## config.mk

```make
export PLATFORM = sky130hd
export DESIGN_NAME = bnn_fc_engine_flat
export DESIGN_NICKNAME = d
export VERILOG_FILES = /design/src/rtl/bnn_fc_engine_pkg.sv /design/src/rtl/bnn_fc_engine_if.sv /design/src/rtl/bnn_fc_engine_xnor_popcount.sv /design/src/rtl/bnn_fc_engine.sv /design/src/flat_wrapper.sv
export SDC_FILE = /design/constraint.sdc
export NUM_CORES = 2
export LEC_CHECK = 0
export ABC_AREA = 1
export CORE_AREA = 4 4 652 654
export CTS_CLUSTER_DIAMETER = 60
export DETAILED_ROUTE_END_ITERATION = 6
export DIE_AREA = 0 0 656 658
export MAX_ROUTING_LAYER = met4
export PLACE_DENSITY = 0.36
export SLEW_MARGIN = 25
export SYNTH_ARGS = -nofsm -noshare
export SYNTH_HDL_FRONTEND = slang
export SYNTH_HIERARCHICAL = 1
export SYNTH_SLANG_ARGS = --single-unit
```

## constraint.sdc

```tcl
create_clock -name clk -period 45.4 [get_ports clk]
set_clock_uncertainty 0.15 [all_clocks]
set_input_delay 11.35 -clock clk [delete_from_list [all_inputs] [get_ports clk]]
set_output_delay 11.35 -clock clk [all_outputs]
set_load 0.02 [all_outputs]
```

## src/rtl/bnn_fc_engine_pkg.sv

```systemverilog
// Shared types and helpers for the binary fully-connected engine.
// State encoding, output-mode constants and result-width function.
package bnn_pkg;

  typedef enum logic [1:0] {
    S_IDLE    = 2'd0,
    S_COMPUTE = 2'd1,
    S_DONE    = 2'd2
  } state_t;

  localparam logic MODE_RAW  = 1'b0;
  localparam logic MODE_SIGN = 1'b1;

  // Width holding 0 .. in_dim*(2^ch_cnt-1)
  function automatic int acc_width(input int in_dim, input int ch_cnt);
    return $clog2(in_dim * ((1 << ch_cnt) - 1) + 1);
  endfunction

endpackage

```

## src/rtl/bnn_fc_engine_if.sv

```systemverilog
// Frame-in / result-out handshake bundle of the BNN engine.
// master = frame producer and result consumer, slave = engine.
interface bnn_fc_engine_if
  import bnn_pkg::*;
#(
  parameter int IN_DIM    = 64,
  parameter int OUT_DIM   = 16,
  parameter int BIT_WIDTH = 8,
  parameter int CH_CNT    = 4,
  parameter int ACC_W     = acc_width(IN_DIM, CH_CNT)
);

  logic                              in_valid;
  logic                              in_ready;
  logic [IN_DIM-1:0][BIT_WIDTH-1:0]  value_in;
  logic                              out_mode;
  logic [OUT_DIM-1:0][IN_DIM-1:0]    weight;
  logic                              out_valid;
  logic                              out_ready;
  logic [OUT_DIM-1:0][ACC_W-1:0]     value_out;
  logic                              busy;

  modport master (
    output in_valid, value_in, out_mode, weight, out_ready,
    input  in_ready, out_valid, value_out, busy
  );

  modport slave (
    input  in_valid, value_in, out_mode, weight, out_ready,
    output in_ready, out_valid, value_out, busy
  );

endinterface

```

## src/rtl/bnn_fc_engine_xnor_popcount.sv

```systemverilog
// XNOR of two N-bit vectors followed by a balanced adder-tree popcount.
// Leaves are padded to a power of two with zeros.
module bnn_xnor_popcount #(
  parameter int N  = 64,
  parameter int OW = $clog2(N + 1)
) (
  input  logic [N-1:0]  i_a,
  input  logic [N-1:0]  i_b,
  output logic [OW-1:0] o_cnt
);

  localparam int L = (N > 1) ? $clog2(N) : 0;
  localparam int P = 1 << L;

  for (genvar l = 0; l <= L; l++) begin : g_lvl
    logic [OW-1:0] w_s [P >> l];
    for (genvar j = 0; j < (P >> l); j++) begin : g_n
      if (l == 0) begin : g_leaf
        if (j < N) begin : g_bit
          assign w_s[j] = OW'(~(i_a[j] ^ i_b[j]));
        end else begin : g_pad
          assign w_s[j] = '0;
        end
      end else begin : g_add
        assign w_s[j] = g_lvl[l-1].w_s[2*j] + g_lvl[l-1].w_s[2*j+1];
      end
    end
  end

  assign o_cnt = g_lvl[L].w_s[0];

endmodule

```

## src/rtl/bnn_fc_engine.sv

```systemverilog
// Folded binary FC layer: bit-plane weighted XNOR-popcount,
// PAR neurons per cycle, raw or sign output, valid/ready framed.
module bnn_fc_engine
  import bnn_pkg::*;
#(
  parameter  int IN_DIM    = 64,
  parameter  int OUT_DIM   = 16,
  parameter  int BIT_WIDTH = 8,
  parameter  int CH_CNT    = 4,
  parameter  int PAR       = 4,
  localparam int ACC_W     = acc_width(IN_DIM, CH_CNT)
) (
  input logic         clk,
  input logic         rst,
  bnn_fc_engine_if.slave bus
);

  localparam int NG = OUT_DIM / PAR;
  localparam int PW = $clog2(IN_DIM + 1);
  localparam int CW = (CH_CNT > 1) ? $clog2(CH_CNT) : 1;
  localparam int GW = (NG > 1) ? $clog2(NG) : 1;
  localparam int NW = (OUT_DIM > 1) ? $clog2(OUT_DIM) : 1;
  localparam int BW = (BIT_WIDTH > 1) ? $clog2(BIT_WIDTH) : 1;

  localparam logic [CW-1:0] CH_LAST  = CW'(CH_CNT - 1);
  localparam logic [GW-1:0] GRP_LAST = GW'(NG - 1);
  localparam logic [ACC_W:0] LIM =
    (ACC_W+1)'(IN_DIM * ((1 << CH_CNT) - 1));

  if (CH_CNT > BIT_WIDTH) begin : g_chk_ch
    $error("CH_CNT must not exceed BIT_WIDTH");
  end
  if (OUT_DIM % PAR != 0) begin : g_chk_par
    $error("OUT_DIM must be a multiple of PAR");
  end

  state_t                           r_state;
  logic                             r_in_ready;
  logic                             r_out_valid;
  logic                             r_busy;
  logic                             r_mode;
  logic [IN_DIM-1:0][BIT_WIDTH-1:0] r_pix;
  logic [CW-1:0]                    r_ch;
  logic [GW-1:0]                    r_grp;
  logic [ACC_W-1:0]                 r_acc [PAR];
  logic [OUT_DIM-1:0][ACC_W-1:0]    r_out;

  logic                             w_accept;
  logic [BW-1:0]                    w_bit;
  logic [CW-1:0]                    w_sh;
  logic [IN_DIM-1:0]                w_plane;
  logic [NW-1:0]                    w_idx [PAR];
  logic [PW-1:0]                    w_pop [PAR];
  logic [ACC_W-1:0]                 w_sum [PAR];
  logic [ACC_W-1:0]                 w_res [PAR];

  assign w_accept = bus.in_valid & r_in_ready;
  assign w_bit    = BW'(BIT_WIDTH - 1) - BW'(r_ch);
  assign w_sh     = CH_LAST - r_ch;

  // Current bit-plane of the latched frame, MSB plane first
  always_comb begin
    w_plane = '0;
    for (int i = 0; i < IN_DIM; i++) begin
      w_plane[i] = r_pix[i][w_bit];
    end
  end

  for (genvar k = 0; k < PAR; k++) begin : g_lane
    assign w_idx[k] = NW'(int'(r_grp) * PAR + k);

    bnn_xnor_popcount #(.N(IN_DIM), .OW(PW)) u_pc (
      .i_a   (bus.weight[w_idx[k]]),
      .i_b   (w_plane),
      .o_cnt (w_pop[k])
    );

    assign w_sum[k] = r_acc[k] + (ACC_W'(w_pop[k]) << w_sh);
    assign w_res[k] = (r_mode == MODE_SIGN)
                    ? ACC_W'({w_sum[k], 1'b0} >= LIM)
                    : w_sum[k];
  end

  // Frame FSM: accept, fold planes/groups, hold results until taken
  always_ff @(posedge clk or posedge rst) begin
    if (rst) begin
      r_state     <= S_IDLE;
      r_in_ready  <= 1'b1;
      r_out_valid <= 1'b0;
      r_busy      <= 1'b0;
      r_mode      <= MODE_RAW;
      r_pix       <= '0;
      r_ch        <= '0;
      r_grp       <= '0;
      r_out       <= '0;
      for (int k = 0; k < PAR; k++) r_acc[k] <= '0;
    end else begin
      unique case (r_state)
        S_IDLE: begin
          if (w_accept) begin
            r_pix      <= bus.value_in;
            r_mode     <= bus.out_mode;
            r_ch       <= '0;
            r_grp      <= '0;
            for (int k = 0; k < PAR; k++) r_acc[k] <= '0;
            r_state    <= S_COMPUTE;
            r_in_ready <= 1'b0;
            r_busy     <= 1'b1;
          end
        end
        S_COMPUTE: begin
          for (int k = 0; k < PAR; k++) begin
            if (r_ch == CH_LAST) begin
              r_out[w_idx[k]] <= w_res[k];
              r_acc[k]        <= '0;
            end else begin
              r_acc[k] <= w_sum[k];
            end
          end
          if (r_ch == CH_LAST) begin
            r_ch <= '0;
            if (r_grp == GRP_LAST) begin
              r_state     <= S_DONE;
              r_out_valid <= 1'b1;
            end else begin
              r_grp <= r_grp + 1'b1;
            end
          end else begin
            r_ch <= r_ch + 1'b1;
          end
        end
        S_DONE: begin
          if (bus.out_ready) begin
            r_state     <= S_IDLE;
            r_out_valid <= 1'b0;
            r_in_ready  <= 1'b1;
            r_busy      <= 1'b0;
          end
        end
        default: r_state <= S_IDLE;
      endcase
    end
  end

  assign bus.in_ready  = r_in_ready;
  assign bus.out_valid = r_out_valid;
  assign bus.busy      = r_busy;
  assign bus.value_out = r_out;

endmodule

```

## src/flat_wrapper.sv

```systemverilog
// flat-port wrapper written by rule: the top's interface ports become plain ports
module bnn_fc_engine_flat import bnn_pkg::*;
#(
  parameter  int IN_DIM    = 64,
  parameter  int OUT_DIM   = 16,
  parameter  int BIT_WIDTH = 8,
  parameter  int CH_CNT    = 4,
  parameter  int PAR       = 4,
  localparam int ACC_W     = acc_width(IN_DIM, CH_CNT)
)
  (clk, rst, bus_in_valid, bus_value_in, bus_out_mode, bus_weight, bus_out_ready, bus_in_ready, bus_out_valid, bus_value_out, bus_busy);
  bnn_fc_engine_if #(.IN_DIM(IN_DIM), .OUT_DIM(OUT_DIM), .BIT_WIDTH(BIT_WIDTH), .CH_CNT(CH_CNT)) bus_i ();
  input logic clk;
  input logic rst;
  input wire logic [$bits(bus_i.in_valid)-1:0] bus_in_valid;
  input wire logic [$bits(bus_i.value_in)-1:0] bus_value_in;
  input wire logic [$bits(bus_i.out_mode)-1:0] bus_out_mode;
  input wire logic [$bits(bus_i.weight)-1:0] bus_weight;
  input wire logic [$bits(bus_i.out_ready)-1:0] bus_out_ready;
  output wire logic [$bits(bus_i.in_ready)-1:0] bus_in_ready;
  output wire logic [$bits(bus_i.out_valid)-1:0] bus_out_valid;
  output wire logic [$bits(bus_i.value_out)-1:0] bus_value_out;
  output wire logic [$bits(bus_i.busy)-1:0] bus_busy;
  assign bus_i.in_valid = bus_in_valid;
  assign bus_i.value_in = bus_value_in;
  assign bus_i.out_mode = bus_out_mode;
  assign bus_i.weight = bus_weight;
  assign bus_i.out_ready = bus_out_ready;
  assign bus_in_ready = bus_i.in_ready;
  assign bus_out_valid = bus_i.out_valid;
  assign bus_value_out = bus_i.value_out;
  assign bus_busy = bus_i.busy;
  bnn_fc_engine #(.IN_DIM(IN_DIM), .OUT_DIM(OUT_DIM), .BIT_WIDTH(BIT_WIDTH), .CH_CNT(CH_CNT), .PAR(PAR)) u_core (.clk(clk), .rst(rst), .bus(bus_i));
endmodule
```

==> Yosys cells after proc, flatten, opt, wreduce, memory -nomap -nowiden <==
Index checks and enable logic that the tools add are counted.
{ "word_totals": {"register_bits": 722, "in_bits": 1541, "out_inout_bits": 163, "wordCells": 1092} }
{ "op_classes": {"n_addsub": 263, "n_lt_le_gt_ge": 13, "n_eq_ne": 9, "shift": 4, "mux": 185, "bitwise_logic": 513, "n_reduce_logical": 14} }
{ "op_table": {"columns": ["op", "n"], "rows": [
  ["$add 7x7->7", 252],
  ["$not 1->7", 252],
  ["$mux 160", 7],
  ["$bmux 64 s4", 3],
  ["$bwmux 160", 4],
  ["$mux 64", 4],
  ["$xor 1x1->1", 256],
  ["$bmux 1 s3", 64],
  ["$bmux 64 s2", 1],
  ["$demux 10 s4", 3],
  ["$mux 10", 12],
  ["$pmux 40 s2", 1],
  ["$mux 1", 70],
  ["$ge 11x10->1 const B", 4],
  ["$add 10x10->10", 4],
  ["$mux 40", 1],
  ["$shl 7x2->10", 4],
  ["$not 7->7", 4],
  ["$demux 10 s2", 1],
  ["$lt 4x5->1 const B", 4],
  ["$ge 4x1->1 const B", 4],
  ["$mux 2", 8],
  ["$reduce_and 4->1", 3],
  ["$add 4x2->4 const B", 2],
  ["other kinds (18)", 33]
]} }

==> Longest topological paths before layout <==
{ "logic_depth": {"word_depth": 26, "mapped_depth": 48, "ltp_nobuf": 43} }

==> Cells and area by module <==
Netlist, hierarchy kept.
{ "modules_own_cells": {"columns": ["mod", "n_inst", "cells_per_inst", "area_per_inst_um2"], "rows": [
  ["bnn_fc_engine", 1, 4193, 28822.6],
  ["bnn_xnor_popcount", 4, 221, 2195.9]
]} }

==> Least setup slack after synthesis <==
OpenSTA, ideal clock, no wires.
{ "synth_timing": {"path_type": "input-to-reg", "from": "in bus_weight[658]", "to": "reg u_core.r_out, in the netlist u_core/bus.value_out[140]", "setup_ps": 118, "t_arrival_ps": 18239, "t_required_ps": 45132, "slack_ps": 26893, "path_stages": 36, "n_path_buf": 0, "cell_sequence": "o21ai_0 o22ai_1 xor2_1 fa_1 fa_1 fa_1 inv_1 fa_1 inv_1 fa_1 fa_1 fa_1 fa_1 inv_1 ha_1 inv_1 fa_1 inv_1 nand3_1 nand2_1 xor2_1 nand2_1 o21ai_0 nand2_1 o21ai_0 ha_1 a21oi_1 nand2_1 nand2_1 nand3_1 nand2_1 nand2_2 nor2_1 nand2_2 nand3_1 nand2_1"} }
{ "synth_rtl": {"columns": ["element", "line", "source"], "rows": [
  ["start, declared", "flat_wrapper.sv:18", "input wire logic [$bits(bus_i.weight)-1:0] bus_weight;"],
  ["end signal, assigned by index", "bnn_fc_engine.sv:114", "r_out[w_idx[k]] <= w_res[k];"],
  ["end, declared", "bnn_fc_engine.sv:46", "logic [OUT_DIM-1:0][ACC_W-1:0] r_out;"]
]} }

==> summary.md <==
| Metric | Value |
|---|---|
| Skew-Pair Late Insertion Delay | `0.66 ns` |
| All-Layer GR Usage | `19.3%` |
| Top post-synthesis cells by area | `dfrtp_1, nand2_1, fa_1` |
| Post-route insts no fill | `12212` |
| Setup WS pre-CTS | `23.64 ns` |
| Cell Pwr Density | `113 mW/mm^2` |
| Simple-Gate Fraction of Synth Area | `22.3%` |
| Layout cells sized above 1 | `5.18%` |
| Hold crit path type | `reg -> reg` |
| Total via count in the routed design | `42459` |
| Drc violations | `2` |
| Tightest Pin Transition | `1.41 ns` |
| Cells after Synth | `5077` |
| Drt pass-1 iters | `7` |
| Final number of setup-violating endpoints | `0` |
| Synthesized cell area | `0.0376 mm^2` |
| Mean post-synth cell area | `7.41 um^2` |
| Dpl cells | `11818` |
| CTS tree | `yes` |
| CP Class | `in -> reg` |
| Placer Congestion | `1.06` |
| Post-Syn Nets | `6939` |
| Initial Util | `8.97%` |
| Iter 0 DRT Violations | `3224` |
| Dpl hpwl | `370000 um` |
| Grt total ovfl | `0` |
| Worst path required time | `45.79 ns` |
| CP endpoint kind | `flip-flop` |
| Setup_tns | `0 ns` |
| Synth cell types | `38` |
| Leakage | `0.0261 uW` |
| Final min period | `21.11 ns` |
| Core area | `0.419 mm^2` |
| Max incr delay on CP | `1.07 ns` |
| Hold Vio Cnt, Final | `0` |
| Slew Viols, Final | `0` |
| DRT antenna net count | `0` |
| RSZ-0062 raised after global routing | `false` |
| Worst VDD drop | `0.262 mV` |
| Seq/Total Area, Yosys | `31.0%` |
| Worst Slack Setup Final | `24.29 ns` |
| Synth Area in XOR/XNOR | `6.61%` |
| Synth-to-layout area growth | `64.3%` |
| Arrival @ worst endpoint | `21.50 ns` |
| Slew headroom | `5.07%` |
| Initial antenna violation count | `447` |
| Synth top area share | `30.9%` |
| Ports | `1704` |
| H-tree levels | `3` |
| Post-layout net count | `8228` |
| Top cell by count, worst path | `fa_1` |
| First-pass GRT wire length | `514000 um` |
| Filler instances | `48352` |
| Violated checks | `design-rule violations` |
| Largest net degree at the start of global routing | `140` |
| CP startpoint kind | `input port` |
| Compound-Gate Fraction of Synth Area | `17.0%` |
| PnR Total Power | `6960 uW` |
| Final Hold Slack | `0.323 ns` |
| Status | `complete, but fails checks` |
| Fmax | `47.4 MHz` |
| Multi-input gate area | `0.0235 mm^2` |
| Row count | `238` |
| Max Cap Violations | `0` |
| Clock Tree Buf Depth | `3` |
| DR WL/cell | `34.5 um` |
| Setup Buffers After CTS | `0` |
| Post-cts resize count | `0` |
| DRT Wirelength | `421000 um` |
| CP Max Fanout | `6` |
| CTS Sinks | `466` |
| Die area | `0.432 mm^2` |
| Vias/cell | `3.48` |
| Vias in the first global route | `42175` |
| Post-synth top area cell | `dfrtp_1` |
| Root Buffer | `clkbuf_16` |
| Main combinational cell family by area after synthesis | `simple AND/OR/NAND/NOR gates` |
| Mux cell area share after synthesis | `0.213%` |
| Final period util | `46.5%` |
| #FFs+latches synth | `466` |
| CP max-delay cell | `o21ai_0` |
| Cts hold-fix bufs | `0` |
| Die Ht | `658 um` |
| I/O Buffers | `1447` |
| Synth warn | `6` |
| DIE WIDTH | `656 um` |
| Number of CTS-inserted buffers | `66` |
| Storage element area | `0.0117 mm^2` |
| Clock slew at reported path FFs | `0.06 ns` |
| Post-Synth Adder-Cell Area | `15.1%` |
## final cells by class
class,instances,area share (%)
Antenna cell,277,1.12
Clock buffer,90,2.98
Clock inverter,27,0.677
Inverter,364,2.28
Multi-Input combinational cell,3924,38.0
Sequential cell,466,18.9
Tap cell,5520,11.2
Timing Repair Buffer,1544,24.8
## report_power, final
part	switching, uW	total (uW)	internal (uW)
Clock	230	554	324
Sequential	0	415	415
Combinational	4070	5990	1910
## cells in the mapped netlist (all sizes together)
library cell  count
a21oi            43
a22o             11
a22oi             1
buf             156
clkbuf          167
clkinv            1
dfrtp           465
dfstp             1
fa              220
ha              101
inv             363
mux2i             8
nand2          1305
nand3            98
nand4            20
nor2            719
o211ai            5
o21a              7
o21ai           763
o21bai            4
o22ai           323
o31ai            13
xnor2           119
xor2            164
## cells in the final DEF (no fill, tap or decap), types with 11 or more instances in the layout
cell type	netlist	routed
a21oi_1	38	38
a22o_1	11	11
buf_4	40	87
clkbuf_1	167	14
clkbuf_16	0	66
clkdlybuf4s50_1	0	1447
dfrtp_1	465	461
diode_2	0	277
fa_1	220	220
ha_1	101	101
inv_1	352	350
nand2_1	1286	1286
nand2_2	14	14
nand3_1	86	86
nand4_1	20	20
nor2_1	706	706
o21ai_0	688	682
o21ai_1	75	81
o22ai_1	323	261
o22ai_2	0	54
o31ai_1	13	13
xnor2_1	119	118
xor2_1	163	163
## stage by stage
stage                     utilization [%]  instance area (um^2)
final                                14.7                 61800
after global routing                 14.7                 61700
after CTS                            14.6                 61100
after detailed placement             14.0                 58800
after global placement               14.0                 58700
after floorplan                         -                 37600
## layer usage
metal | vias up | GRT usage (%) | routed length, um
li1 | 19437 | - | -
met1 | 20468 | 22.3 | 172000
met2 | 1987 | 30.3 | 193000
met3 | 567 | 7.37 | 39000
met4 | 0 | 7.32 | 17800
met5 | - | - | 0
## path summary, 6_finish.rpt
| check | startpoint | end | slack [ns] | cells after the start |
|---|---|---|---|---|
| worst max-delay path | bus_weight[544] | u_core/bus.value_out[40] | 24.29 | 34 |
| max in group asynchronous | rst | u_core/r_pix[132] | 30.47 | 6 |
| worst min register to register | u_core/r_pix[494] | u_core/r_pix[494] | 0.32 | 2 |
| worst min-delay path | u_core/r_pix[494] | u_core/r_pix[494] | 0.32 | 2 |
| worst max register to register | u_core/r_grp[0] | u_core/bus.value_out[100] | 33.13 | 36 |
| min in group asynchronous | rst | u_core/bus.value_out[55] | 11.06 | 2 |
## worst max-delay path: cells and delay by family
kind	cells	cell delay, ns
simple gates	9	1.06
xor+xnor	2	0.73
compound gates	5	2.25
mux	1	0.24
buf+inv	6	0.80
fa+ha+maj	11	5.01
## state kept, by name (all words and copies together) (netlist names)
name	flops
u_core/r_pix	256
u_core/bus.value_out	160
u_core/r_acc	40
u_core/r_ch	2
u_core/r_grp	2
u_core/r_state	2
u_core/bus.busy	1
u_core/bus.in_ready	1
u_core/bus.out_valid	1
u_core/r_mode	1
## cells by family after synthesis
group,after synthesis
multiplexers,8
adder cells (fa/ha/maj),321
AO/OA/AOI/OAI,1170
XOR/XNOR,283
flip-flops,466
AND/OR/NAND/NOR,2142
buffers and inverters,687
(Power assumes the default switching activity.)
